--- src/rtl/div_seq_pkg.sv ---
// ---------------------------------------------------------------------------
// div_seq_pkg
// Purpose : shared types and default widths for the EX-stage multi-cycle
//           divide sequencer (div_seq) and its handshake interface.
// Contents: default operand / counter widths, the sequencer state enum and
//           the number of edges the divide-by-zero path dwells in BYZERO.
// ---------------------------------------------------------------------------
package div_seq_pkg;

    // Default operand width; the packed result is twice this wide.
    localparam int DIV_DATA_W = 32;

    // Default iteration counter width; must be able to count to DIV_DATA_W.
    localparam int DIV_CNT_W = 6;

    // A divide by zero still stalls the pipe for two edges before the
    // zero result shows up, so BYZERO is held for this many edges.
    localparam int DIV_ZERO_DWELL = 2;

    // Sequencer states.
    typedef enum logic [1:0] {
        DivFree   = 2'b00,
        DivByZero = 2'b01,
        DivOn     = 2'b10,
        DivEnd    = 2'b11
    } divState_e;

endpackage

--- src/rtl/div_seq_if.sv ---
// ---------------------------------------------------------------------------
// div_seq_if
// Purpose : handshake / operand bundle between the ID/EX control logic
//           (master) and the divide sequencer (slave).
// Signals : signed_div_i  1 = DIV (signed), 0 = DIVU
//           opdata1_i     dividend
//           opdata2_i     divisor
//           start_i       request, held until ready_o is seen
//           annul_i       abort the running operation (flush)
//           result_o      {remainder, quotient}
//           ready_o       result_o valid
//           busy_o        stall request while the divide runs
// ---------------------------------------------------------------------------
interface div_seq_if
    import div_seq_pkg::*;
#(
    parameter int DATA_W = DIV_DATA_W
) ();

    logic                  signed_div_i;
    logic [DATA_W-1:0]     opdata1_i;
    logic [DATA_W-1:0]     opdata2_i;
    logic                  start_i;
    logic                  annul_i;
    logic [2*DATA_W-1:0]   result_o;
    logic                  ready_o;
    logic                  busy_o;

    // Driving side: the pipeline control that issues divides.
    modport master (
        output signed_div_i, opdata1_i, opdata2_i, start_i, annul_i,
        input  result_o, ready_o, busy_o
    );

    // Receiving side: the divide sequencer itself.
    modport slave (
        input  signed_div_i, opdata1_i, opdata2_i, start_i, annul_i,
        output result_o, ready_o, busy_o
    );

endinterface

--- src/rtl/div_seq.sv ---
// ---------------------------------------------------------------------------
// div_seq
// Purpose : multi-cycle DIV/DIVU sequencer for the EX stage. Latches the
//           operands on accept, runs a 1-bit-per-edge restoring division
//           and returns {remainder, quotient} for the HI/LO write. busy_o
//           stalls IF/ID/EX while the divide runs.
// Ports   : clk  rising-edge clock
//           rst  asynchronous, active-low reset
//           bus  div_seq_if.slave (operands, start/annul, result/ready/busy)
// ---------------------------------------------------------------------------
module div_seq
    import div_seq_pkg::*;
#(
    parameter int DATA_W = DIV_DATA_W,
    parameter int CNT_W  = DIV_CNT_W
) (
    input  logic      clk,
    input  logic      rst,
    div_seq_if.slave  bus
);

    divState_e             state_q, state_d;
    logic [DATA_W-1:0]     dividend_q, dividend_d;
    logic [DATA_W-1:0]     divisor_q, divisor_d;
    logic [DATA_W-1:0]     partRem_q, partRem_d;
    logic [DATA_W-1:0]     quot_q, quot_d;
    logic                  negQuot_q, negQuot_d;
    logic                  negRem_q, negRem_d;
    logic [CNT_W-1:0]      cnt_q, cnt_d;
    logic [2*DATA_W-1:0]   result_q, result_d;

    logic                  accept;
    logic                  lastIter;
    logic                  zeroDone;
    logic                  opANeg;
    logic                  opBNeg;
    logic [DATA_W-1:0]     absA;
    logic [DATA_W-1:0]     absB;
    logic [DATA_W:0]       shifted;
    logic [DATA_W:0]       trial;
    logic                  quotBit;
    logic [DATA_W-1:0]     nextRem;
    logic [DATA_W-1:0]     nextQuot;
    logic [DATA_W-1:0]     finalQuot;
    logic [DATA_W-1:0]     finalRem;

    // Operand conditioning. For a signed divide we work on magnitudes and
    // remember the signs; the most negative value maps onto itself, which is
    // still the right magnitude when read as unsigned.
    always_comb begin
        opANeg = bus.signed_div_i & bus.opdata1_i[DATA_W-1];
        opBNeg = bus.signed_div_i & bus.opdata2_i[DATA_W-1];
        absA   = opANeg ? -bus.opdata1_i : bus.opdata1_i;
        absB   = opBNeg ? -bus.opdata2_i : bus.opdata2_i;
        accept = bus.start_i & ~bus.annul_i;
    end

    // One restoring-division step: shift the next dividend bit into the
    // partial remainder and try to subtract the divisor with one extra bit
    // so the borrow tells us whether to keep or restore. The partial
    // remainder is always below the divisor, so both outcomes fit back
    // into DATA_W bits.
    always_comb begin
        shifted   = {partRem_q, dividend_q[DATA_W-1]};
        trial     = shifted - {1'b0, divisor_q};
        quotBit   = ~trial[DATA_W];
        nextRem   = quotBit ? trial[DATA_W-1:0] : shifted[DATA_W-1:0];
        nextQuot  = {quot_q[DATA_W-2:0], quotBit};
        finalQuot = negQuot_q ? -nextQuot : nextQuot;
        finalRem  = negRem_q  ? -nextRem  : nextRem;
        lastIter  = (cnt_q == CNT_W'(DATA_W - 1));
        zeroDone  = (cnt_q == CNT_W'(DIV_ZERO_DWELL - 1));
    end

    // State register. Reset drops any operation in flight straight away.
    always_ff @(posedge clk or negedge rst) begin
        if (!rst) begin
            state_q <= DivFree;
        end else begin
            state_q <= state_d;
        end
    end

    // Next-state logic. Annul beats start in FREE and aborts ON/BYZERO, but
    // once the result is presented in END only dropping start moves on.
    always_comb begin
        state_d = state_q;
        case (state_q)
            DivFree: begin
                if (accept) begin
                    state_d = (bus.opdata2_i == '0) ? DivByZero : DivOn;
                end
            end
            DivByZero: begin
                if (bus.annul_i) begin
                    state_d = DivFree;
                end else if (zeroDone) begin
                    state_d = DivEnd;
                end
            end
            DivOn: begin
                if (bus.annul_i) begin
                    state_d = DivFree;
                end else if (lastIter) begin
                    state_d = DivEnd;
                end
            end
            DivEnd: begin
                if (!bus.start_i) begin
                    state_d = DivFree;
                end
            end
            default: state_d = DivFree;
        endcase
    end

    // Datapath next-state. Operands are captured only on the accept edge so
    // later changes on the bus cannot disturb a running divide. The result
    // register is cleared whenever we leave an operation, so a stale value
    // never leaks into the next one.
    always_comb begin
        dividend_d = dividend_q;
        divisor_d  = divisor_q;
        partRem_d  = partRem_q;
        quot_d     = quot_q;
        negQuot_d  = negQuot_q;
        negRem_d   = negRem_q;
        cnt_d      = cnt_q;
        result_d   = result_q;
        case (state_q)
            DivFree: begin
                if (accept) begin
                    dividend_d = absA;
                    divisor_d  = absB;
                    negQuot_d  = opANeg ^ opBNeg;
                    negRem_d   = opANeg;
                    partRem_d  = '0;
                    quot_d     = '0;
                    cnt_d      = '0;
                    result_d   = '0;
                end
            end
            DivByZero: begin
                if (bus.annul_i || zeroDone) begin
                    cnt_d    = '0;
                    result_d = '0;
                end else begin
                    cnt_d = cnt_q + CNT_W'(1);
                end
            end
            DivOn: begin
                if (bus.annul_i) begin
                    cnt_d    = '0;
                    result_d = '0;
                end else begin
                    partRem_d  = nextRem;
                    quot_d     = nextQuot;
                    dividend_d = dividend_q << 1;
                    if (lastIter) begin
                        cnt_d    = '0;
                        result_d = {finalRem, finalQuot};
                    end else begin
                        cnt_d = cnt_q + CNT_W'(1);
                    end
                end
            end
            DivEnd: begin
                if (!bus.start_i) begin
                    result_d = '0;
                end
            end
            default: begin
                cnt_d    = '0;
                result_d = '0;
            end
        endcase
    end

    // Datapath registers, cleared together with the state on reset.
    always_ff @(posedge clk or negedge rst) begin
        if (!rst) begin
            dividend_q <= '0;
            divisor_q  <= '0;
            partRem_q  <= '0;
            quot_q     <= '0;
            negQuot_q  <= 1'b0;
            negRem_q   <= 1'b0;
            cnt_q      <= '0;
            result_q   <= '0;
        end else begin
            dividend_q <= dividend_d;
            divisor_q  <= divisor_d;
            partRem_q  <= partRem_d;
            quot_q     <= quot_d;
            negQuot_q  <= negQuot_d;
            negRem_q   <= negRem_d;
            cnt_q      <= cnt_d;
            result_q   <= result_d;
        end
    end

    // Outputs are plain decodes of registered state, so the stall request
    // and the ready flag never glitch on input changes.
    always_comb begin
        bus.busy_o   = (state_q == DivOn) || (state_q == DivByZero);
        bus.ready_o  = (state_q == DivEnd);
        bus.result_o = result_q;
    end

endmodule

--- src/flat_wrapper.sv ---
// flat-port wrapper written by rule: the top's interface ports become plain ports
module div_seq_flat import div_seq_pkg::*;
#(
    parameter int DATA_W = DIV_DATA_W,
    parameter int CNT_W  = DIV_CNT_W
)
  (clk, rst, bus_signed_div_i, bus_opdata1_i, bus_opdata2_i, bus_start_i, bus_annul_i, bus_result_o, bus_ready_o, bus_busy_o);
  div_seq_if #(.DATA_W(DATA_W)) bus_i ();
  input  logic clk;
  input  logic rst;
  input wire logic [$bits(bus_i.signed_div_i)-1:0] bus_signed_div_i;
  input wire logic [$bits(bus_i.opdata1_i)-1:0] bus_opdata1_i;
  input wire logic [$bits(bus_i.opdata2_i)-1:0] bus_opdata2_i;
  input wire logic [$bits(bus_i.start_i)-1:0] bus_start_i;
  input wire logic [$bits(bus_i.annul_i)-1:0] bus_annul_i;
  output wire logic [$bits(bus_i.result_o)-1:0] bus_result_o;
  output wire logic [$bits(bus_i.ready_o)-1:0] bus_ready_o;
  output wire logic [$bits(bus_i.busy_o)-1:0] bus_busy_o;
  assign bus_i.signed_div_i = bus_signed_div_i;
  assign bus_i.opdata1_i = bus_opdata1_i;
  assign bus_i.opdata2_i = bus_opdata2_i;
  assign bus_i.start_i = bus_start_i;
  assign bus_i.annul_i = bus_annul_i;
  assign bus_result_o = bus_i.result_o;
  assign bus_ready_o = bus_i.ready_o;
  assign bus_busy_o = bus_i.busy_o;
  div_seq #(.DATA_W(DATA_W), .CNT_W(CNT_W)) u_core (.clk(clk), .rst(rst), .bus(bus_i));
endmodule
--- config.mk ---
export PLATFORM = sky130hd
export DESIGN_NAME = div_seq_flat
export DESIGN_NICKNAME = d
export VERILOG_FILES = /design/src/rtl/div_seq_pkg.sv /design/src/rtl/div_seq_if.sv /design/src/rtl/div_seq.sv /design/src/flat_wrapper.sv
export SDC_FILE = /design/constraint.sdc
export NUM_CORES = 1
export LEC_CHECK = 0
export CAP_MARGIN = 20
export CORE_ASPECT_RATIO = 1.5
export CORE_MARGIN = 2
export CORE_UTILIZATION = 33
export CTS_BUF_LIST = sky130_fd_sc_hd__clkbuf_8 sky130_fd_sc_hd__clkbuf_16
export DETAILED_ROUTE_END_ITERATION = 10
export PLACE_DENSITY = 0.59
export SLEW_MARGIN = 20
export SYNTH_ARGS = -nofsm -noshare
export SYNTH_HDL_FRONTEND = slang
export SYNTH_SLANG_ARGS = --single-unit
--- constraint.sdc ---
create_clock -name clk -period 14.35 [get_ports clk]
set_input_delay 2.87 -clock clk [delete_from_list [all_inputs] [get_ports clk]]
set_output_delay 2.87 -clock clk [all_outputs]
set_load 0.05 [all_outputs]
Word-level counts from Yosys, hierarchy flattened

Cells that the tools add are included.

Reduce and logical (&&, ||, !) cells: 11
Add/subtract/negate cells: 6
Div/mod/pow operators: 0
Mux-type cells: 32
Magnitude comparators: 0
Shift-type cells: 0
Equal/unequal tests: 11
Bitwise operators: 6
Multipliers: 0

Operator list:

| cell                                                                   | number |
|---|---|
| 64-bit two-way mux                                                     | 5 |
| 32-bit two-way mux                                                     | 9 |
| 64-bit one-hot mux with 4 select lines                                 | 1 |
| 32-bit negator                                                         | 4 |
| 32-bit one-hot mux with 2 select lines                                 | 2 |
| 31-bit one-hot mux with 2 select lines                                 | 1 |
| 33-bit by 32-bit subtractor with 33-bit output                         | 1 |
| 32-bit logical NOT                                                     | 1 |
| 31-bit two-way mux                                                     | 1 |
| 6-bit two-way mux                                                      | 4 |
| 6-bit one-hot mux with 3 select lines                                  | 1 |
| 2-bit two-way mux                                                      | 7 |
| 2-bit one-hot mux with 4 select lines                                  | 1 |
| 4-bit AND reduction                                                    | 2 |
| 6-bit by 1-bit adder with 6-bit output (second input constant)         | 1 |
| 6-bit by 1-bit equality test with 1-bit output (second input constant) | 1 |
| 6-bit by 5-bit equality test with 1-bit output (second input constant) | 1 |
| 3-bit by 2-bit != test with 1-bit output (second input constant)       | 2 |
| 2-bit equality test (second input constant)                            | 2 |
| 2-bit by 1-bit != test with 1-bit output (second input constant)       | 2 |
| 2-bit != test (second input constant)                                  | 2 |
| 2-bit AND reduction                                                    | 2 |
| 1-bit AND                                                              | 3 |
| 3-bit AND reduction                                                    | 1 |
| 7 further kinds                                                        | 9 |

Latch bits: 0
RAM bits: 0
Bits in read-only memories: 0
Memories: 0
Output and inout port bits: 66
Input port bits: 69
Bits in registers: 201
Logic and storage cells: 75

Depth between registers and ports, before layout

Gate-level depths: netlist of run 1.

Depth after elaboration: 7
Gate-level depth with buffers: 22
Mapped depth without buffers: 19

Least setup slack after synthesis of run 1

No wires, ideal clock.

Path type: input -> register
From: input bus_opdata1_i[8]
To: register u_core.dividend_q[30]
Stages on the path: 11
Path slack: 8.834 ns
Required time: 14.213 ns
Setup time: 0.137 ns
Arrival: 5.379 ns
Buffers on the path: 0
Cells stage by stage: or4_1 or3_1 or3_1 nor3_1 nand2_1 o41ai_1 o21ai_0 xnor2_1 nor2_1 a21oi_1 a21oi_1

Longest elaborated chain between the ends: 4

Ends and longest elaborated chain:

| item                                   | line               | RTL |
|---|---|---|
| start, declared                        | flat_wrapper.sv:12 | `input wire logic [$bits(bus_i.opdata1_i)-1:0] bus_opdata1_i;` |
| 32-bit negator                         | div_seq.sv:53      | `absA = opANeg ? -bus.opdata1_i : bus.opdata1_i;` |
| 32-bit two-way mux                     | div_seq.sv:53      |  |
| 32-bit two-way mux                     | div_seq.sv:132     | `if (accept) begin` |
| 32-bit one-hot mux with 2 select lines | div_seq.sv:130     | `case (state_q)` |
| end signal, assigned                   | div_seq.sv:191     | `dividend_q <= dividend_d;` |
| end, declared                          | div_seq.sv:23      | `logic [DATA_W-1:0] dividend_q, dividend_d;` |

No other way between the ends. The select of a mux whose other input is x is not followed.
A chain may end at the register's enable or synchronous reset.

Worst setup path in the final report of run 1

Ends and elaborated chain as after synthesis.

==> impl_results.md, run 1 <==
* Distinct cells, synth at between 70 and 80
* Placer Congestion at 0.900
* Synth top area share at between 30 and 40%
* # fillers at approximately 4,100
* Num rows at 90
* Tot Pwr at roughly 4.1 mW
* Non-filler cells, final at between 2,000 and 2,500
* Slew headroom at between 30% and 40%
* Number of synthesized register bits at approximately 200
* Die width at about 170 µm
* Largest cells by area after synthesis: dfrtp_1 (37%), nand2_1 (8.6%), o21ai_0 (7.9%), xor2_1 (5.3%), a21oi_1 (4.4%)
* Post-CTS sizing at 0
* CTS Sinks at roughly 200
* Internal Power at ~2.0 mW
* WP data required at 14.72 ns
* Synthesis warning total at 0
* First-pass GRT wire length at about 60 mm
* Ys flop type: dfrtp_1
* P_leak at about 6.7 nW
* Comb pwr share at about 64%
* Number of routed nets with antenna violations at 0
* P_sw at about 2.1 mW
* Power share of the sequential group at 21.9%
* Pwr dens at between 200 and 300 nW/µm²
* Top sig layer: met4
* WL met1 at approximately 15 mm
* Post-Syn Instances at approximately 1,700
* Setup_tns at 0 ns
* Hold Buf Count CTS at 0
* 1st-iter DRT viols at roughly 780
* Worst path arrival time at ~6.3 ns
* Vert. Die Dim at 251 µm
* CP max FO at 4
* Vias in the first global route at approximately 12,000
* Number of setup buffers added after CTS at 0
* Crit path max-delay family: simple AND/OR/NAND/NOR gates
* Placeable Area at around 40,000 µm²
* H-tree depth at 1
* Clk Latency, worst-skew pair at 0.52 ns
* Crit path kind: primary input to flop
* Fin Hold WS at about 0.47 ns
* Drt first pass iters at 5
* Total wire length at approximately 36 mm
* Critical Path Max Stage Delay at roughly 0.58 ns
* Initial antenna violation count at 0
* Async set or reset register ratio after synthesis at 100%
* Mapped Area at 13,400 µm²
* Fin crit period at roughly 5.9 ns
* Port bufs at 134
* Final net count at 1,846
* Root buffer cell: clkbuf_16
* Clk pwr share at approximately 14%
* Reg clk slew, reported paths at about 0.070 ns
* CP Capture Type: flop
* Number of diodes at 0
* Avg WL per Cell at around 16 µm
* Drt drc at 0
* Placed Cells at 2,216
* RSZ-0062 raised after global routing: no
* Largest net degree at the start of global routing at 97
* Worst slew pin tran at 0.975 ns
* GRT Total Usage at 16.9%
* Vias/cell at roughly 5.2
* Met2 WL post-DR at roughly 18 mm
* Cts bufs inserted at 21
* Number of flops mapped to enable cells by yosys at 0
* Max Clk Rate at about 170 MHz
* Final Setup Violations at 0
* Avg Inst Size Synth at approximately 8.1 µm²
* Post-synth net total at 1,767
* Slowest-stage cell, CP: or4_1
* Outcome: complete, no violations
* Maximum VDD drop at between 0.0001 and 0.00015 V
* I/O pin count at around 140
* Clk_skew at between 0.01 and 0.015 ns
* Yosys top cell by area: dfrtp_1
* Final hold violations at 0
* Hold Path Class: flop to flop
* Share of post-route cells with drive strength above 1 at under 10%
* DPL Wire Length at 27.1 mm
* Vias at 11,700
* CTS tree: built
* Fin crit share at between 40 and 50%
* Buf/Inv on CP at 1
* Final Cell Area at between 15,000 and 20,000 µm²
* Grt ovf at 0
* Cell Area, Placed at 15,100 µm²
* Max Slew Vio Count at 0
* Die area at 42,300 µm²
* Metal3 WL at ~1.2 mm
* P&R area growth vs syn at 18.1%
* Startpoint type of the worst setup path: primary input
* Sw Share at 51.0%
* Initial Util at approximately a third
* CP cell instances: clkdlybuf4s50_1 > or4_1 > or3_1 > or3_1 > nor3_1 > nand2_1 > o41ai_1 > o21ai_0 > xnor2_1 > nor2_1 > a21oi_1 > a21oi_1
* Sequential fraction of the synthesis area at approximately 37%
* Max Cap Viol at 0
* CTS Buffer Depth at 3
stage by stage:
step,utilization [%],setup WS (ns)
floorplan,-,8.83
global route,39.4,8.22
detailed placement,37.6,7.95
finish,39.4,8.47
CTS,39.4,8.51
global placement,37.6,8.06
tightest hold or removal path: stages, from the launching register on:
cell	delay, ns
dfrtp_1	0.34
nand2_1	0.05
o21ai_0	0.06
layer usage:
layer  vias up  GRT usage [%]
li1       5966              -
met1      5468           20.7
met2       213           30.8
met3        55           1.75
met4         0           5.52
met5         -              0
area by class of cell:
cell class,count,area [µm²],share of cell area [%]
Tap cell,506,633,3.99
Clock buffer,26,594,3.75
Sequential cell,201,5030,31.7
Multi-Input combinational cell,1307,7820,49.3
Inverter,57,214,1.35
Timing Repair Buffer,145,1430,9.00
Clock inverter,10,133,0.837
final timing paths:
| check | startpoint | endpoint | slack, ns | depth (start not counted) |
|---|---|---|---|---|
| worst max-delay path | bus_opdata1_i[8] | u_core.dividend_q[30]$_DFFE_PN0P_ | 8.47 | 12 |
| min in group asynchronous | rst | u_core.divisor_q[0]$_DFFE_PN0P_ | 2.34 | 1 |
| max in group asynchronous | rst | u_core.partRem_q[6]$_DFFE_PN0P_ | 10.62 | 2 |
| worst min-delay path | u_core.bus.result_o[46]$_DFFE_PN0P_ | u_core.bus.result_o[46]$_DFFE_PN0P_ | 0.47 | 2 |
| worst min register to register | u_core.bus.result_o[46]$_DFFE_PN0P_ | u_core.bus.result_o[46]$_DFFE_PN0P_ | 0.47 | 2 |
| worst max register to register | u_core.dividend_q[31]$_DFFE_PN0P_ | u_core.bus.result_o[58]$_DFFE_PN0P_ | 8.59 | 19 |
cells in the final DEF, fill, tap and decap left out, types with 42 or more instances in the layout:
master	instances
a21oi_1	118
clkdlybuf4s50_1	133
dfrtp_1	201
ha_1	42
inv_1	58
nand2_1	306
nand3_1	51
nor2_1	112
o21ai_0	210
xnor2_1	52
xor2_1	82
registers in the layout, indices dropped and copies added (netlist names):
| register | flops |
|---|---|
| u_core.dividend_q | 32 |
| u_core.bus.result_o | 64 |
| u_core.divisor_q | 32 |
| u_core.partRem_q | 32 |
| u_core.negQuot_q | 1 |
| u_core.negRem_q | 1 |
| u_core.cnt_q | 6 |
| u_core.state_q | 2 |
| u_core.quot_q | 31 |
synthesized netlist by cell type (all sizes together), types with 32 or more instances:
cell type and number:
nand2 306, o21ai 219, dfrtp 201, a21oi 118, nor2 112, xor2 82
clkbuf 73, inv 57, xnor2 53, nand3 52, ha 43, o31ai 37
nor3 32
logic make-up after synthesis:
group | count (synthesis) | synth area share (%)
compound gates | 481 | 21.9
xor+xnor | 135 | 8.95
fa+ha+maj | 44 | 4.16
buf+inv | 146 | 4.38
flops | 201 | 37.5
mux | 27 | 2.18
simple gates | 620 | 21.0
power groups by stage:
stage | clock network (mW) | logic (mW) | registers [mW]
after floorplan | 0 | 1.83 | 0.999
after global placement | 0 | 2.56 | 0.893
after detailed placement | 0 | 2.59 | 0.899
after CTS | 0.598 | 2.60 | 0.890
after global routing | 0.617 | 2.87 | 0.915
final | 0.581 | 2.59 | 0.889
No activity file was read; power rests on OpenSTA's default activity.
==> inputs of run 2 (changes only) <==
==> constraint.sdc (replaced) <==
create_clock -name clk -period 6.07 [get_ports clk]
set_input_delay 1.214 -clock clk [delete_from_list [all_inputs] [get_ports clk]]
set_output_delay 1.214 -clock clk [all_outputs]
set_load 0.05 [all_outputs]
==> impl_results.md, run 2 (synthesis results as in run 1) <==
* CTS Buffer Depth at 3
* Power share of the sequential group at between 20% and 30%
* Pwr dens at 613 nW/µm²
* Footprint of the multi-input gates at slightly below 8000 µm²
* Placed Cells at 2,219
* Clk Latency, worst-skew pair at 0.54 ns
* Number of setup buffers added after CTS at 0
* Most common cell after layout, fill and taps aside: nand2_1
* Grt ovf at 0
* H-tree depth at 1
* P&R area growth vs syn at 18.2%
* Non-filler cells, final at ~2,300
* Worst path arrival time at a little over 5 ns
* Max Cap Viol at 0
* Sw Share at about half
* Die width at 169 µm
* Outcome: complete, no violations
* Crit path kind: flop to flop
* Num rows at 90
* Number of routed nets with antenna violations at 0
* Drt first pass iters at 5
* Post-CTS sizing at 0
* Final net count at around 1,900
* Max FFs per register at 64
* Largest net degree at the start of global routing at just under 100
* RSZ-0062 raised after global routing: no
* Maximum VDD drop at between 0.0002 and 0.0003 V
* WP data required at about 6.5 ns
* Setup_tns at 0 ns
* Placeable Area at between 40,000 and 50,000 µm²
* Vert. Die Dim at approximately 250 µm
* CP Capture Type: flop
* Initial antenna violation count at 0
* Cts bufs inserted at 22
* Die area at 42,300 µm²
* P_leak at approximately 6.8 nW
* Final Setup Violations at 0
* DPL Wire Length at about 29 mm
* Vias at 11,900
* CP max FO at 7
* Startpoint type of the worst setup path: flop
* CTS Sinks at between 200 and 250
* Worst slew pin tran at between 1 and 1.5 ns
* Clk pwr share at ~14%
* Hold Buf Count CTS at 0
* Vias/cell at 5.27
* Drt drc at 0
* First-pass GRT wire length at roughly 62 mm
* Clk_skew at 0.0286 ns
* Internal Power at ~4.7 mW
* Max Slew Vio Count at 0
* Slew headroom at 31.4%
* I/O pin count at roughly 140
* Port bufs at 134
* Comb pwr share at 64.4%
* Final hold violations at 0
* Reg clk slew, reported paths at 0.06 ns
* # fillers at between 4,000 and 5,000
* Register Area at between 5000 and 6000 µm²
* Fin crit share at between 70% and 80%
* CTS tree: built
* Avg WL per Cell at 16.8 µm
* Share of post-route cells with drive strength above 1 at 5.25%
* Total wire length at about 38 mm
* Hold Path Class: flop to flop
* Number of diodes at 0
* GRT Total Usage at 17.8%
* P_sw at ~5.0 mW
* Fin crit period at roughly 4.7 ns
* Commonest cells after routing, fill and taps aside: nand2_1 (306), o21ai_0 (210), dfrtp_1 (201), clkdlybuf4s50_1 (133), a21oi_1 (118)
* Vias in the first global route at 11,900
* Fin Hold WS at approximately 0.47 ns
* Max Clk Rate at between 200 and 250 MHz
* Placer Congestion at 0.938
* Initial Util at roughly a third
* 1st-iter DRT viols at between 700 and 800
* Root buffer cell: clkbuf_16
[run 2: path summary, 6_finish.rpt]
path / startpoint / endpoint / slack, ns / cells after the start
hold / removal: u_core.divisor_q[9]$_DFFE_PN0P_ / u_core.divisor_q[9]$_DFFE_PN0P_ / 0.47 / 2
hold reg to reg: u_core.divisor_q[9]$_DFFE_PN0P_ / u_core.divisor_q[9]$_DFFE_PN0P_ / 0.47 / 2
max in group asynchronous: rst / u_core.divisor_q[10]$_DFFE_PN0P_ / 4.05 / 2
min in group asynchronous: rst / u_core.divisor_q[3]$_DFFE_PN0P_ / 0.71 / 1
setup reg to reg: u_core.dividend_q[31]$_DFFE_PN0P_ / u_core.bus.result_o[56]$_DFFE_PN0P_ / 1.40 / 19
setup / recovery: u_core.dividend_q[31]$_DFFE_PN0P_ / u_core.bus.result_o[56]$_DFFE_PN0P_ / 1.40 / 19
[run 2: worst max-delay path, cell delays in order (launching register included)]
cell      delay [ns]
dfrtp_1         0.39
inv_1           0.09
ha_1            0.15
inv_1           0.05
fa_1            0.46
a211oi_2        0.27
o21ai_2         0.15
o311ai_4        0.42
o21ai_4         0.11
o31ai_4         0.28
xnor2_4         0.20
inv_2           0.08
mux2i_1         0.25
ha_1            0.34
nand2_1         0.09
mux2_4          0.30
o21a_4          0.25
o41ai_2         0.40
xnor2_1         0.18
o31ai_2         0.07
[run 2: layer usage]
layer | track usage [%] | share of wire, % | vias up
met1 | 21.7 | 43 | 5620
met3 | 2.08 | 3.6 | 72
met4 | 6.97 | 3.5 | 0
met2 | 31.9 | 50 | 235
li1 | - | - | 5976
met5 | 0 | 0 | -
[run 2: cell type report]
class,instances,area share (%)
repair buffers,148,9.14
flip-flops and latches,201,31.7
well taps,506,3.99
inverters,57,1.35
clock buffers,28,3.99
multi-input cells,1307,49.3
clock inverters,11,0.575
[run 2: power groups by stage]
stage	registers [mW]	logic, mW	clock network (mW)
after floorplan	2.36	4.34	0
after global placement	2.12	6.16	0
after detailed placement	2.13	6.24	0
after CTS	2.11	6.25	1.39
after global routing	2.17	6.88	1.45
final	2.11	6.26	1.35
[run 2: per-stage QoR]
step | power [mW] | util, % | cell area (µm²) | setup slack (ns)
final | 9.73 | 39.5 | 15900 | 1.40
after CTS | 9.75 | 39.5 | 15900 | 1.41
after detailed placement | 8.37 | 37.7 | 15100 | 1.40
after global routing | 10.5 | 39.5 | 15900 | 1.03
after global placement | 8.28 | 37.7 | 15100 | 1.49
after floorplan | 6.70 | - | 13400 | 1.21
==> inputs of run 3 (changes only) <==
--- a/config.mk
+++ b/config.mk
@@ -11,7 +11,7 @@
 export CORE_UTILIZATION = 33
 export CTS_BUF_LIST = sky130_fd_sc_hd__clkbuf_8 sky130_fd_sc_hd__clkbuf_16
 export DETAILED_ROUTE_END_ITERATION = 10
-export PLACE_DENSITY = 0.59
+export PLACE_DENSITY = 0.61
 export SLEW_MARGIN = 20
 export SYNTH_ARGS = -nofsm -noshare
 export SYNTH_HDL_FRONTEND = slang
==> constraint.sdc (replaced) <==
create_clock -name clk -period 3.74 [get_ports clk]
set_input_delay 0.748 -clock clk [delete_from_list [all_inputs] [get_ports clk]]
set_output_delay 0.748 -clock clk [all_outputs]
set_load 0.05 [all_outputs]
==> impl_results.md, run 3 (synthesis results as in run 1) <==
* Outcome: finished, violations left
* Failing checks: negative setup slack
* First-pass GRT wire length at between 60 and 70 mm
* Vias at ~13,000
* # fillers at between 3,000 and 4,000
* Max Cap Viol at 0
* Cts bufs inserted at 22
* Max Clk Rate at ~250 MHz
* Worst r2r src: u_core.dividend_q[31]$_DFFE_PN0P_
* H-tree depth at 1
* Port bufs at between 100 and 150
* Clk Latency, worst-skew pair at about 0.53 ns
* Final net count at ~2,100
* Slew headroom at 34.8%
* Slowest-stage cell, CP: dfrtp_1
* Vias/cell at 5.18
* Worst path arrival time at between 4 and 5 ns
* Drt drc at 0
* Max Slew Vio Count at 0
* Crit path max-delay family: compound AO/OA/AOI/OAI gates
* Reg2Reg Depth at 19
* Largest net degree at the start of global routing at approximately 120
* Reg clk slew, reported paths at roughly 0.060 ns
* Max FFs per register at 64
* Initial Util at between 30% and 40%
* Startpoint type of the worst setup path: flop
* Critical Path Max Stage Delay at 0.38 ns
* Commonest cells after routing, fill and taps aside: nand2_1 (303), buf_4 (208), dfrtp_1 (200), o21ai_0 (173), clkdlybuf4s50_1 (133)
* Avg WL per Cell at between 15 and 20 µm
* Most common cell after layout, fill and taps aside: nand2_1
* DPL Wire Length at between 30 and 40 mm
* Number of routed nets with antenna violations at 0
* CTS Sinks at about 200
* Die width at around 170 µm
* Setup WS post-layout at -0.265 ns
* CTS tree: built
* Share of post-route cells with drive strength above 1 at between 10% and 20%
* 1st-iter DRT viols at about 830
* Number of diodes at 0
* Placeable Area at about 40,000 µm²
* Hold Path Class: primary input to asynchronous set/reset pin
* CP max FO at 4
* Placer Congestion at 0.923
* Total wire length at 40.2 mm
* Root buffer cell: clkbuf_16
* Buf/Inv on CP at 3
* CP cell instances: inv_2 > ha_4 > inv_2 > fa_2 > a211oi_2 > o21ai_2 > o311ai_4 > o21ai_4 > o31ai_4 > xnor2_4 > inv_2 > mux2i_2 > ha_2 > nand2_2 > mux2_4 > and2_4 > o41a_1 > xor2_1 > o31ai_1
* Hold Buf Count CTS at 0
* RSZ-0062 raised after global routing: yes
* Pwr dens at around 1100 nW/µm²
* Fin crit share at 107%
* CTS Buffer Depth at 3
* Most frequent CP cell: inv_2
* Clk_skew at between 0.008 and 0.009 ns
* Tot Pwr at approximately 20 mW
* GRT Total Usage at a little under a fifth
* Die area at roughly 42,000 µm²
* Drt first pass iters at 5
* Fin crit period at roughly 4.0 ns
* Grt ovf at 0
* Fin util at around 45%
* I/O pin count at between 100 and 150
* P&R area growth vs syn at 35.8%
* P_leak at between 7 and 8 nW
* Final hold violations at 0
* Vert. Die Dim at about 250 µm
* Crit path kind: flop to flop
* Worst slew pin tran at between 0.9 and 1 ns
* Initial antenna violation count at 0
* Maximum VDD drop at around 0.00052 V
* WP data required at approximately 4.2 ns
* Vias in the first global route at roughly 12,000
* Worst R2R End: u_core.bus.result_o[62]$_DFFE_PN0P_
* Final Setup Violations at 22
* R2R Setup Slk at -0.26 ns
* CP Capture Type: flop
* Num rows at 90
-- run 3: cell types whose count changed in the layout (fill, tap and decap cells not counted), moves of 5 or more --
cell and change:
a21oi_1 -7, o21ai_2 +8, o21ai_0 -37, a21oi_2 +5
o21ai_1 +28, o31ai_1 -7, buf_6 +9, mux2i_2 +5
o41ai_4 +5, buf_12 +8, inv_1 -5, mux2i_1 -7
buf_4 +194
-- run 3: through the flow --
step           setup TNS (ns)  area, µm²  cells  worst slack [ns]  hold WS [ns]
2_1_floorplan           -9.32      13500   1654            -0.860         0.449
3_3_place_gp            -5.46      16600   2400            -0.336         0.461
3_5_place_dp            -7.73      16600   2400            -0.406         0.466
4_1_cts                 -1.97      17700   2450            -0.245         0.425
5_1_grt                 -7.75      18200   2476            -0.497         0.212
6_report                -3.02      18200   2476            -0.265         0.189
-- run 3: cell type report --
class / instances / area [µm²] / area share, %
Clock buffer: 30 / 661 / 3.62
Clock inverter: 10 / 76.3 / 0.419
Inverter: 57 / 214 / 1.17
Multi-Input combinational cell: 1307 / 8320 / 45.7
Sequential cell: 201 / 5030 / 27.6
Tap cell: 506 / 633 / 3.47
Timing Repair Buffer: 365 / 3290 / 18.1
-- run 3: timing repair --
item	CTS	global route
pin swaps	29	42
gates cloned	0	2
gates resized for setup	50	76
endpoints found under the hold margin	0	0
endpoints found under the setup margin	35	36
setup buffers	10	23
-- run 3: how the worst max path moves through the flow --
stage	start	cells after the start	to
5_1_grt	u_core.dividend_q[31]$_DFFE_PN0P_	19	u_core.bus.result_o[62]$_DFFE_PN0P_
6_report	u_core.dividend_q[31]$_DFFE_PN0P_	19	u_core.bus.result_o[62]$_DFFE_PN0P_
4_1_cts	u_core.dividend_q[31]$_DFFE_PN0P_	16	u_core.bus.result_o[62]$_DFFE_PN0P_
3_5_place_dp	u_core.dividend_q[31]$_DFFE_PN0P_	19	u_core.bus.result_o[62]$_DFFE_PN0P_
2_1_floorplan	u_core.dividend_q[31]$_DFFE_PN0P_	22	u_core.bus.result_o[62]$_DFFE_PN0P_
3_3_place_gp	u_core.dividend_q[31]$_DFFE_PN0P_	19	u_core.bus.result_o[62]$_DFFE_PN0P_
-- run 3: power breakdown --
group,total [mW],internal (mW),switching [mW]
registers,3.32,2.83,0.495
clock network,2.21,1.25,0.958
logic,14.3,6.31,8.03
total,19.9,10.4,9.48
-- run 3: metal layers --
metal | track usage (%) | part of all wire (%) | wire [µm] | up-vias
met3 | 2.00 | 3.4 | 1360 | 75
met2 | 32.9 | 51 | 20500 | 260
met4 | 7.56 | 3.8 | 1530 | 0
met5 | 0 | 0 | 0 | -
li1 | - | - | - | 6408
met1 | 22.7 | 42 | 16800 | 6075
